$ cat config.mk
export PLATFORM = sky130hd
export DESIGN_NAME = power_charge_ctl_flat
export DESIGN_NICKNAME = d
export VERILOG_FILES = /design/src/rtl/power_charge_ctl_if.sv /design/src/rtl/power_charge_ctl.sv /design/src/flat_wrapper.sv
export SDC_FILE = /design/constraint.sdc
export NUM_CORES = 1
export LEC_CHECK = 0
export CAP_MARGIN = 10
export CORE_MARGIN = 2
export CORE_UTILIZATION = 55
export CTS_CLUSTER_SIZE = 25
export DETAILED_ROUTE_END_ITERATION = 10
export PLACE_DENSITY = 0.88
export SLEW_MARGIN = 20
export SYNTH_ARGS = -nofsm -noshare
export SYNTH_HDL_FRONTEND = slang
export SYNTH_SLANG_ARGS = --single-unit
$ cat constraint.sdc
create_clock -name clk60MHz -period 3.1 [get_ports clk60MHz]
set_clock_uncertainty 0.2 [all_clocks]
set_input_delay 0.62 -clock clk60MHz [delete_from_list [all_inputs] [get_ports clk60MHz]]
set_output_delay 0.62 -clock clk60MHz [all_outputs]
set_load 0.005 [all_outputs]
$ cat src/rtl/power_charge_ctl_if.sv
// ============================================================================
// Module  : power_charge_ctl_if
// Brief   : Shoot-button / power-bar / throw handshake bundle of power_charge_ctl.
// Rev     : 1.0  initial release
// ============================================================================
`default_nettype none

interface power_charge_ctl_if;
  logic       enable;
  logic       current_player;
  logic       button;
  logic       throw_done;
  logic [3:0] power;
  logic       power_player;
  logic       fire;
  logic [3:0] fire_power;
  logic       busy;

  // master: the charge controller itself; slave: its stimulus/consumer side
  modport master (
    input  enable, current_player, button, throw_done,
    output power, power_player, fire, fire_power, busy
  );
  modport slave (
    output enable, current_player, button, throw_done,
    input  power, power_player, fire, fire_power, busy
  );
endinterface

`default_nettype wire

$ cat src/rtl/power_charge_ctl.sv
// ============================================================================
// Module  : power_charge_ctl
// Brief   : Shoot-button charge meter; POWER_PINGPONG_EN makes power oscillate.
// Rev     : 1.0  initial release
// ============================================================================
`default_nettype none

module power_charge_ctl #(
  parameter int TICK_CYCLES = 3_000_000,
  parameter int MAX_POWER   = 15
) (
  input  logic               clk60MHz,
  input  logic               rst_n,
  power_charge_ctl_if.master bus
);

  localparam int               c_TICK_W    = (TICK_CYCLES > 1) ? $clog2(TICK_CYCLES) : 1;
  localparam logic [c_TICK_W-1:0] c_TICK_LAST = c_TICK_W'(TICK_CYCLES - 1);
  localparam logic [3:0]       c_MAX       = 4'(MAX_POWER);
  localparam logic             c_PLAYER_1  = 1'b0;

  typedef enum logic [1:0] {
    IDLE      = 2'd0,
    CHARGE    = 2'd1,
    FIRE      = 2'd2,
    WAIT_DONE = 2'd3
  } state_t;

  state_t              r_state, w_state_nxt;
  logic [c_TICK_W-1:0] r_tick, w_tick_nxt;
  logic [3:0]          r_power, w_power_nxt;
  logic [3:0]          r_fire_power, w_fire_power_nxt;
  logic                r_power_player, w_player_nxt;
  logic                r_fire, w_fire_nxt;
  logic                r_busy, w_busy_nxt;
  logic                w_tick_last;
`ifdef POWER_PINGPONG_EN
  logic                r_dir_up, w_dir_up_nxt;
`endif

  logic r_sync1, r_btn_s, r_btn_d;
  logic w_press;

  always_ff @(posedge clk60MHz or negedge rst_n) begin
    if (!rst_n) begin
      r_sync1 <= 1'b0;
      r_btn_s <= 1'b0;
      r_btn_d <= 1'b0;
    end else begin
      r_sync1 <= bus.button;
      r_btn_s <= r_sync1;
      r_btn_d <= r_btn_s;
    end
  end

  assign w_press = r_btn_s & ~r_btn_d;

  always_ff @(posedge clk60MHz or negedge rst_n) begin
    if (!rst_n) begin
      r_state        <= IDLE;
      r_tick         <= '0;
      r_power        <= '0;
      r_fire_power   <= '0;
      r_power_player <= c_PLAYER_1;
      r_fire         <= 1'b0;
      r_busy         <= 1'b0;
`ifdef POWER_PINGPONG_EN
      r_dir_up       <= 1'b1;
`endif
    end else begin
      r_state        <= w_state_nxt;
      r_tick         <= w_tick_nxt;
      r_power        <= w_power_nxt;
      r_fire_power   <= w_fire_power_nxt;
      r_power_player <= w_player_nxt;
      r_fire         <= w_fire_nxt;
      r_busy         <= w_busy_nxt;
`ifdef POWER_PINGPONG_EN
      r_dir_up       <= w_dir_up_nxt;
`endif
    end
  end

  always_comb begin
    w_state_nxt      = r_state;
    w_tick_nxt       = r_tick;
    w_power_nxt      = r_power;
    w_fire_power_nxt = r_fire_power;
    w_player_nxt     = r_power_player;
`ifdef POWER_PINGPONG_EN
    w_dir_up_nxt     = r_dir_up;
`endif
    w_tick_last      = (r_tick == c_TICK_LAST);

    case (r_state)
      IDLE: begin
        w_power_nxt = '0;
        if (bus.enable && w_press) begin
          w_state_nxt  = CHARGE;
          w_tick_nxt   = '0;
          w_player_nxt = bus.current_player;
`ifdef POWER_PINGPONG_EN
          w_dir_up_nxt = 1'b1;
`endif
        end
      end
      CHARGE: begin
        // Abort beats release; release beats a coincident tick.
        if (!bus.enable) begin
          w_state_nxt = IDLE;
          w_power_nxt = '0;
        end else if (!r_btn_s) begin
          w_state_nxt      = FIRE;
          w_fire_power_nxt = r_power;
        end else begin
          w_tick_nxt = w_tick_last ? '0 : r_tick + c_TICK_W'(1);
          if (w_tick_last) begin
`ifdef POWER_PINGPONG_EN
            if (r_dir_up) begin
              if (r_power >= c_MAX) begin
                w_dir_up_nxt = 1'b0;
                w_power_nxt  = c_MAX - 4'd1;
              end else begin
                w_power_nxt  = r_power + 4'd1;
              end
            end else begin
              if (r_power == 4'd0) begin
                w_dir_up_nxt = 1'b1;
                w_power_nxt  = 4'd1;
              end else begin
                w_power_nxt  = r_power - 4'd1;
              end
            end
`else
            if (r_power < c_MAX) begin
              w_power_nxt = r_power + 4'd1;
            end
`endif
          end
        end
      end
      FIRE: begin
        w_state_nxt = WAIT_DONE;
      end
      WAIT_DONE: begin
        if (bus.throw_done) begin
          w_state_nxt = IDLE;
          w_power_nxt = '0;
        end
      end
      default: begin
        w_state_nxt = IDLE;
        w_power_nxt = '0;
      end
    endcase

    w_fire_nxt = (w_state_nxt == FIRE);
    w_busy_nxt = (w_state_nxt != IDLE);
  end

  assign bus.power        = r_power;
  assign bus.power_player = r_power_player;
  assign bus.fire         = r_fire;
  assign bus.fire_power   = r_fire_power;
  assign bus.busy         = r_busy;

endmodule

`default_nettype wire

$ cat src/flat_wrapper.sv
// flat-port wrapper written by rule: the top's interface ports become plain ports
module power_charge_ctl_flat 
#(
  parameter int TICK_CYCLES = 3_000_000,
  parameter int MAX_POWER   = 15
)
  (clk60MHz, rst_n, bus_enable, bus_current_player, bus_button, bus_throw_done, bus_power, bus_power_player, bus_fire, bus_fire_power, bus_busy);
  power_charge_ctl_if bus_i ();
  input  logic clk60MHz;
  input  logic rst_n;
  input wire logic [$bits(bus_i.enable)-1:0] bus_enable;
  input wire logic [$bits(bus_i.current_player)-1:0] bus_current_player;
  input wire logic [$bits(bus_i.button)-1:0] bus_button;
  input wire logic [$bits(bus_i.throw_done)-1:0] bus_throw_done;
  output wire logic [$bits(bus_i.power)-1:0] bus_power;
  output wire logic [$bits(bus_i.power_player)-1:0] bus_power_player;
  output wire logic [$bits(bus_i.fire)-1:0] bus_fire;
  output wire logic [$bits(bus_i.fire_power)-1:0] bus_fire_power;
  output wire logic [$bits(bus_i.busy)-1:0] bus_busy;
  assign bus_i.enable = bus_enable;
  assign bus_i.current_player = bus_current_player;
  assign bus_i.button = bus_button;
  assign bus_i.throw_done = bus_throw_done;
  assign bus_power = bus_i.power;
  assign bus_power_player = bus_i.power_player;
  assign bus_fire = bus_i.fire;
  assign bus_fire_power = bus_i.fire_power;
  assign bus_busy = bus_i.busy;
  power_charge_ctl #(.TICK_CYCLES(TICK_CYCLES), .MAX_POWER(MAX_POWER)) u_core (.clk60MHz(clk60MHz), .rst_n(rst_n), .bus(bus_i));
endmodule
After elaboration in Yosys (flattened, before gate mapping)
Index checks and enable logic that the tools add are counted.
{"block": "totals", "register_bits": 38, "latchBits": 0, "ramBits": 0, "mem_bits_ro": 0, "inputBits": 6, "output_inout_bits": 11, "word_cells": 53, "memories": 0}
{"block": "classes", "add_sub_neg": 2, "multipliers": 0, "n_div": 0, "n_lt_le_gt_ge": 1, "n_eq_ne": 12, "shift": 0, "n_mux": 16, "n_bitwise": 3, "reduce_logical": 9}
{"op": "$mux 22", "count": 4}
{"op": "$pmux 22 s2", "count": 1}
{"op": "$add 22x1->22 const B", "count": 1}
{"op": "$eq 22x22->1 const B", "count": 1}
{"op": "$mux 4", "count": 5}
{"op": "$pmux 4 s3", "count": 1}
{"op": "$ne 3x2->1 const B", "count": 3}
{"op": "$mux 2", "count": 4}
{"op": "$pmux 2 s4", "count": 1}
{"op": "$eq 2x2->1 const B", "count": 3}
{"op": "$reduce_and 5->1", "count": 1}
{"op": "$add 4x1->4 const B", "count": 1}
{"op": "$lt 4x4->1 const B", "count": 1}
{"op": "$ne 2x1->1 const B", "count": 2}
{"op": "$ne 2x2->1 const B", "count": 2}
{"op": "$reduce_and 4->1", "count": 1}
{"op": "$reduce_bool 2->1", "count": 2}
{"op": "$reduce_and 3->1", "count": 1}
{"op": "$reduce_bool 3->1", "count": 1}
{"op": "$eq 2x1->1 const B", "count": 1}
{"op": "$logic_not 2->1", "count": 1}
{"op": "$not 1->1", "count": 2}
{"op": "$reduce_and 2->1", "count": 1}
{"op": "$and 1x1->1", "count": 1}
{"op": "$logic_and 1x1->1", "count": 1}

Logic depth before layout (Yosys ltp)
{"block": "logic_depth", "depth_word": 6, "depth_mapped": 7, "mapped_depth_nobuf": 6}

Least setup slack after synthesis
OpenSTA, ideal clock, no wires.
{"block": "synth_path", "path_kind": "register to register", "start": "register u_core.r_tick[0]", "end": "register u_core.r_power[1] (netlist: u_core.bus.power[1])", "setup_ns": 0.087, "t_arrival_ns": 1.750, "path_slack_ns": 1.064, "path_stages_with_launch": 7, "synth_period_minus_slack_ns": 2.036, "path_cell_list": "dfrtp_1 > ha_1 > nand4_2 > nor4_4 > nand2_2 > or4b_1 > o211ai_1"}
{"block": "synth_between", "elab_chain_cells": 3}
{"item": "start: declaration", "line": "power_charge_ctl.sv:30", "source": "logic [c_TICK_W-1:0] r_tick, w_tick_nxt;"}
{"item": "start signal: assignment", "line": "power_charge_ctl.sv:72", "source": "r_tick <= w_tick_nxt;"}
{"item": "$eq 22x22->1", "line": "power_charge_ctl.sv:93", "source": "w_tick_last = (r_tick == c_TICK_LAST);"}
{"item": "$ne 3x2->1 (no source line)"}
{"item": "$reduce_and 5->1 (no source line)"}
{"item": "end signal: assignment", "line": "power_charge_ctl.sv:73", "source": "r_power <= w_power_nxt;"}
{"item": "end: declaration", "line": "power_charge_ctl.sv:31", "source": "logic [3:0] r_power, w_power_nxt;"}
Every way passes these cells.
A chain may end at the register's enable or synchronous reset.

Worst setup path after layout
{"block": "layout_path", "start": "register u_core.r_tick[0]", "end": "register u_core.r_tick[10]"}
{"block": "layout_between", "elab_chain_cells": 5, "elab_cells_between_ends": 6}
{"item": "$add 22x1->22 / $eq 22x22->1 (equally long branches)", "line": "power_charge_ctl.sv:116, power_charge_ctl.sv:93"}
{"item": "$mux 22 *", "line": "power_charge_ctl.sv:116", "source": "w_tick_nxt = w_tick_last ? '0 : r_tick + c_TICK_W'(1);"}
{"item": "$mux 22 *", "line": "power_charge_ctl.sv:112", "source": "end else if (!r_btn_s) begin"}
{"item": "$mux 22 *", "line": "power_charge_ctl.sv:109", "source": "if (!bus.enable) begin"}
{"item": "$pmux 22 s2 *", "line": "power_charge_ctl.sv:95", "source": "case (r_state)"}
Every way passes the cells marked *; elsewhere a longest branch is shown, timed or not. The select of a mux whose other input is x is not followed.

==> metrics.txt <==
status finished, final reports clean; Top Family by Delay on Critical Path compound AO/OA/AOI/OAI gates; syn_nets 201; Clock Path Buffers 2; die width between 60 and 70 um; Slew Viols, Final 0; crit path max fanout 12; Critical path buffers and inverters 0; crit end category register; Final GP Congestion between 0.8 and 0.9; CTS tree built; clk_lat worst skew ~0.35 ns; Worst path depth 6; worst vdd rail ir drop 0.000401 V; CTS Hold Bufs 0; critical path class reg2reg; RSZ-0062 raised after global routing false; area of the multi-input gates between 900 and 1000 um2; Port Buffers 16; Comb pwr share 0.205; TritonRoute pass-1 iters 4; worst slew pin tran around 0.95 ns; Area Growth Syn to Fin 16.7%; antenna fix cells 0; Setup Buffers After CTS 0; Int Power between 900 and 1000 uW; Setup crit start kind register; share of cells above drive strength 1 0.117; Final Cell Area about 2200 um2; crit path cell chain ha_1 -> nand4_2 -> nor4_4 -> a21oi_1 -> o21ai_0 -> a31oi_1; ANT nets after route 0; busiest grt layer met2; via count approximately 1,600; final period utilization 0.771; part of the power in registers 0.453; DRC viols 0; clock-pin slew on the worst setup and hold paths 0.12 ns; crit path time final approximately 2.4 ns; Overall Global Routing Usage 0.210; largest net degree at the start of global routing 39; Crit path largest cell delay 0.74 ns; cell count after synthesis 193; LEAKAGE 0.000981 uW; Register Area ~950 um2; Overflow after GRT 0; drt first-iter violations between 60 and 70; pwr/cell area around 570 nW/um2; Filler cells between 200 and 300; met2 Use GR 0.332; htree depth 2; clock share of power 0.342; clock tree root driver cell clkbuf_4; io pins 17; nets approximately 220; Cell variety after synth between 40 and 50; dpl cell area 2130 um2; FMAX ~420 MHz; Final Hold Vio Count 0; post-synthesis cell area about 1900 um2; post-CTS sizing 0; CP max stage cell a21oi_1; die height between 60 and 70 um; grt met3 use 0.0536; final setup violation count 0; CTS Buf Count 5; initial cell density of the core 0.575; Sw Ratio 0.280; Setup TNS 0 ns; HP Class in2async; Arrival @ worst endpoint about 2.5 ns; post-DR vias/cell 6.01; first-pass GRT wire length ~6.6 mm; sequential share of the synthesized area 0.496; GRT met1 Usage 0.283; CP required about 3.2 ns; max_slew headroom 0.364; Synth Register Bits 38; vias in the first global route 1,479; Switch Pwr about 360 uW; Std-Cell Rows 21; max cap viols 0; die area 3980 um2; Wirelength per Cell 14.3 um; Synth warnings 0; clk sink count 38; HPWL after DPL between 2 and 3 mm; initial antenna violation count 0; Reg2Reg Depth 6; Mapped Avg Cell Area 9.94 um2; Core Area between 3000 and 4000 um2; WL final between 3 and 4 mm
-- cell usage after synthesis --
master | n | area share
o21ai_0 | 9 | 0.023
ha_1 | 2 | 0.013
a211oi_1 | 1 | 0.0039
nor4b_2 | 1 | 0.0078
a21oi_1 | 16 | 0.042
o211ai_1 | 1 | 0.0039
nand2b_1 | 5 | 0.016
and3b_1 | 1 | 0.0046
nand2_2 | 1 | 0.0033
and2_1 | 2 | 0.0065
nand4_1 | 3 | 0.0098
mux2i_1 | 2 | 0.010
nor3b_1 | 1 | 0.0039
o21a_1 | 1 | 0.0039
or4b_1 | 1 | 0.0052
a22o_1 | 2 | 0.0091
o31ai_1 | 1 | 0.0039
a2bb2oi_1 | 1 | 0.0046
nor4_1 | 2 | 0.0065
nor2_1 | 6 | 0.012
nand3_1 | 7 | 0.018
a21o_1 | 1 | 0.0039
inv_1 | 6 | 0.012
clkbuf_1 | 3 | 0.0059
a31oi_1 | 18 | 0.059
xnor2_1 | 1 | 0.0046
dfrtp_1 | 38 | 0.50
or3_1 | 3 | 0.0098
nand4_2 | 2 | 0.013
nand4b_1 | 1 | 0.0046
a41oi_1 | 3 | 0.014
o31a_1 | 1 | 0.0046
clkbuf_2 | 1 | 0.0026
and3_1 | 7 | 0.023
or4_4 | 1 | 0.0059
nor3_1 | 5 | 0.013
nand2_1 | 24 | 0.047
mux2_2 | 6 | 0.035
buf_2 | 2 | 0.0052
nand3b_1 | 2 | 0.0078
nor4_4 | 2 | 0.022
-- cell families (layout without fill, tap and decap cells) --
logic type	count (synthesis)	count (layout)	synth area share
buf+inv	12	33	0.0254
compound gates	55	55	0.175
fa+ha+maj	2	2	0.0130
simple gates	77	77	0.240
xor+xnor	1	1	0.00457
flops	38	38	0.496
mux	8	8	0.0457
-- power groups by stage --
| stage | Combinational (uW) | Sequential, uW | Clock (uW) |
|---|---|---|---|
| detailed placement | 259 | 590 | 0 |
| finish | 262 | 581 | 439 |
| floorplan | 176 | 584 | 0 |
| global placement | 256 | 589 | 0 |
| CTS | 262 | 581 | 442 |
| global route | 291 | 588 | 470 |
-- cell type report --
| type | count | share of cell area |
|---|---|---|
| flip-flops and latches | 38 | 0.425 |
| multi-input cells | 143 | 0.410 |
| repair buffers | 19 | 0.0794 |
| clock inverters | 2 | 0.0268 |
| well taps | 46 | 0.0257 |
| clock buffers | 6 | 0.0229 |
| inverters | 6 | 0.0101 |
-- metrics by stage --
stage                     utilization  hold slack (ns)  worst slack (ns)  total power, uW  cells
after floorplan                     -            0.124              1.06              759    193
after global routing            0.671            0.194             0.556             1350    260
after detailed placement        0.637            0.149             0.434              850    252
final                           0.671            0.151             0.710             1280    260
after global placement          0.637            0.135             0.560              845    252
after CTS                       0.671            0.175             0.756             1290    260
-- cell usage in the layout, fill, tap and decap left out, types with 2 or more instances in the layout --
cell type	count
a21oi_1	16
a22o_1	2
a31oi_1	18
a41oi_1	3
and2_1	2
and3_1	7
buf_4	3
bufinv_16	2
clkbuf_4	5
clkdlybuf4s50_1	15
dfrtp_1	38
ha_1	2
inv_1	6
mux2_2	6
mux2i_1	2
nand2_1	24
nand2b_1	5
nand3_1	7
nand3b_1	2
nand4_1	3
nand4_2	2
nor2_1	6
nor3_1	5
nor4_1	2
nor4_4	2
o21ai_0	9
or3_1	3
-- state kept, by name, indices dropped and copies added (netlist names) --
register	count
u_core.bus.busy	1
u_core.r_btn_d	1
u_core.r_tick	22
u_core.r_sync1	1
u_core.bus.fire_power	4
u_core.bus.fire	1
u_core.bus.power	4
u_core.r_state	2
u_core.bus.power_player	1
u_core.r_btn_s	1
-- per-layer routing --
metal	up-vias	wire length, um
li1	766	-
met1	755	1760
met2	35	1760
met3	7	148
met4	0	51
met5	-	0
-- worst paths after layout --
path	start	endpoint	slack, ns
hold / removal	rst_n	u_core.r_tick[10]	0.15
min in group clk60MHz	u_core.r_sync1	u_core.r_btn_s	0.17
max in group asynchronous	rst_n	u_core.r_tick[16]	2.04
setup / recovery	u_core.r_tick[0]	u_core.r_tick[10]	0.71
hold reg to reg	u_core.r_sync1	u_core.r_btn_s	0.17
setup reg to reg	u_core.r_tick[0]	u_core.r_tick[10]	0.71
No activity file was read; power rests on OpenSTA's default activity.
==> RTL edit, RTL diff (config.mk and constraints unchanged) <==
`TICK_CYCLES` is set to 3_000_000 in 2 places; all go to 6_000_000.
--- a/src/rtl/power_charge_ctl.sv
+++ b/src/rtl/power_charge_ctl.sv
@@ -8,3 +8,3 @@
 module power_charge_ctl #(
-  parameter int TICK_CYCLES = 3_000_000,
+  parameter int TICK_CYCLES = 6_000_000,
   parameter int MAX_POWER   = 15
--- a/src/flat_wrapper.sv
+++ b/src/flat_wrapper.sv
@@ -3,3 +3,3 @@
 #(
-  parameter int TICK_CYCLES = 3_000_000,
+  parameter int TICK_CYCLES = 6_000_000,
   parameter int MAX_POWER   = 15
Function: no difference found for any inputs over 10 cycles, from zero or initial values and one cycle with rst_n low; that may be too few to reach the edited logic, so the function may still have changed.
==> RTL edit against the unedited design <==
- wire length grew 7.1%
- area after synthesis grew 4.8%
- final cell count grew 3.5%
- cell area grew 3.1%
- sequential cell count grew 1
- via count grew 5.0%
- total power shrank 0.61%
- setup slack gained 75 ps
- largest power group unchanged
==> RTL edit: results (changes against the unedited design) <==
| Metric | Value |
|---|---|
| Worst reg-to-reg path cell count | `7 (was 6)` |
| Worst-path cell with the longest stage delay | `dfrtp_1 (was a21oi_1)` |
| Drt total wl | `3.99 mm (was 3.72 mm)` |
| NetSw | `407 uW (was 359 uW)` |
| Share of layout cells above drive strength 1 | `13.0% (was 11.7%)` |
| Synth Area in Adders | `1.25% (was 1.30%)` |
| Crit path DAT | `2350 ps (was 2470 ps)` |
| Cell family with most CP delay | `simple AND/OR/NAND/NOR gates (was compound AO/OA/AOI/OAI gates)` |
| GRT Overall Usage | `21.9% (was 21.0%)` |
| Vias in the first global route | `1550 (was 1479)` |
| Clock Pin Slew Worst Setup and Hold Paths | `120 ps (about the same)` |
| Fin nets | `230 (was 221)` |
| Reg2Reg Capture Point | `u_core.r_tick[15] (was u_core.r_tick[10])` |
| Register area share after synthesis | `48.6% (was 49.6%)` |
| Synth area leaders | `dfrtp_1, a31oi_1, nand2_1, nand3_1, mux2_2 (was dfrtp_1, a31oi_1, nand2_1, a21oi_1, mux2_2)` |
| RePlAce Congestion | `0.816 (was 0.847)` |
| Synth top cells by count | `dfrtp_1, a31oi_1, nand2_1 (was dfrtp_1, nand2_1, a31oi_1)` |
| Worst slew margin | `44.1% (was 36.4%)` |
| Mux contribution to synthesized area | `4.30% (was 4.57%)` |
| Largest net degree at the start of global routing | `40 (was 39)` |
| Synth Area in Compound Gates | `15.0% (was 17.5%)` |
| Vias per std cell | `6.10 (was 6.01)` |
| Largest register FFs | `23 (was 22)` |
| Diodes inserted | `0 (unchanged)` |
| Global-route wire length before repair | `7.02 mm (was 6.60 mm)` |
| Layout fillers | `267 (was 264)` |
| Syn_nets | `212 (was 201)` |
| Outcome | `finished clean (unchanged)` |
| Worst path max stage delay | `440 ps (was 740 ps)` |
| Final Hold Slack | `144 ps (was 151 ps)` |
| Yosys cell types | `44 (was 41)` |
## RTL edit: cell types whose count changed after synthesis, moves of 3 or more
| cell | delta |
|---|---|
| nand4_1 | +4 |
| nand3_1 | +8 |
| clkbuf_1 | +4 |
| o21ai_1 | +3 |
| a21oi_1 | -6 |
| o21ai_0 | -3 |
| inv_1 | -3 |
| a31oi_1 | +5 |
## RTL edit: cell families (layout without fill, tap and decap cells)
family | count (synthesis) | count (layout)
AO/OA/AOI/OAI | 50 | 50
flip-flops | 39 | 39
buffers and inverters | 12 | 31
AND/OR/NAND/NOR | 90 | 90
XOR/XNOR | 3 | 3
adder cells (fa/ha/maj) | 2 | 2
multiplexers | 8 | 8
## RTL edit: worst max path at each step
stage / cells past startpoint / to
floorplan: 6 / u_core.r_tick[15]
global placement: 6 / u_core.bus.power[3]
detailed placement: 6 / u_core.bus.power[3]
CTS: 7 / u_core.r_tick[15]
global route: 7 / u_core.r_tick[15]
finish: 7 / u_core.r_tick[15]
## RTL edit: stage by stage
stage | cells | worst slack, ps | instance area, sq um | power, mW
detailed placement | 261 | 568 | 2220 | 0.917
global route | 269 | 570 | 2310 | 1.35
global placement | 261 | 654 | 2220 | 0.907
floorplan | 204 | 1040 | 2010 | 0.812
CTS | 269 | 809 | 2310 | 1.28
finish | 269 | 785 | 2310 | 1.27
## RTL edit: layout make-up
type	count	area, sq um	share of cell area (%)
clock buffers	6	51.3	2.22
clock inverters	2	35.0	1.52
inverters	3	11.3	0.488
multi-input cells	153	991	43.0
flip-flops and latches	39	976	42.3
well taps	46	57.6	2.49
repair buffers	20	185	8.03
## RTL edit: power groups by stage
stage / registers, mW / logic (mW) / clock network (mW)
finish: 0.599 / 0.311 / 0.363
detailed placement: 0.608 / 0.309 / 0
global route: 0.608 / 0.353 / 0.392
global placement: 0.605 / 0.302 / 0
CTS: 0.599 / 0.312 / 0.372
floorplan: 0.590 / 0.222 / 0
## RTL edit: layer usage
metal	wire length (um)	vias to the layer above	track usage, %
met5	0	-	0
met4	60	0	7.45
met3	175	7	5.73
met2	1940	40	34.8
met1	1810	789	29.2
li1	-	805	-
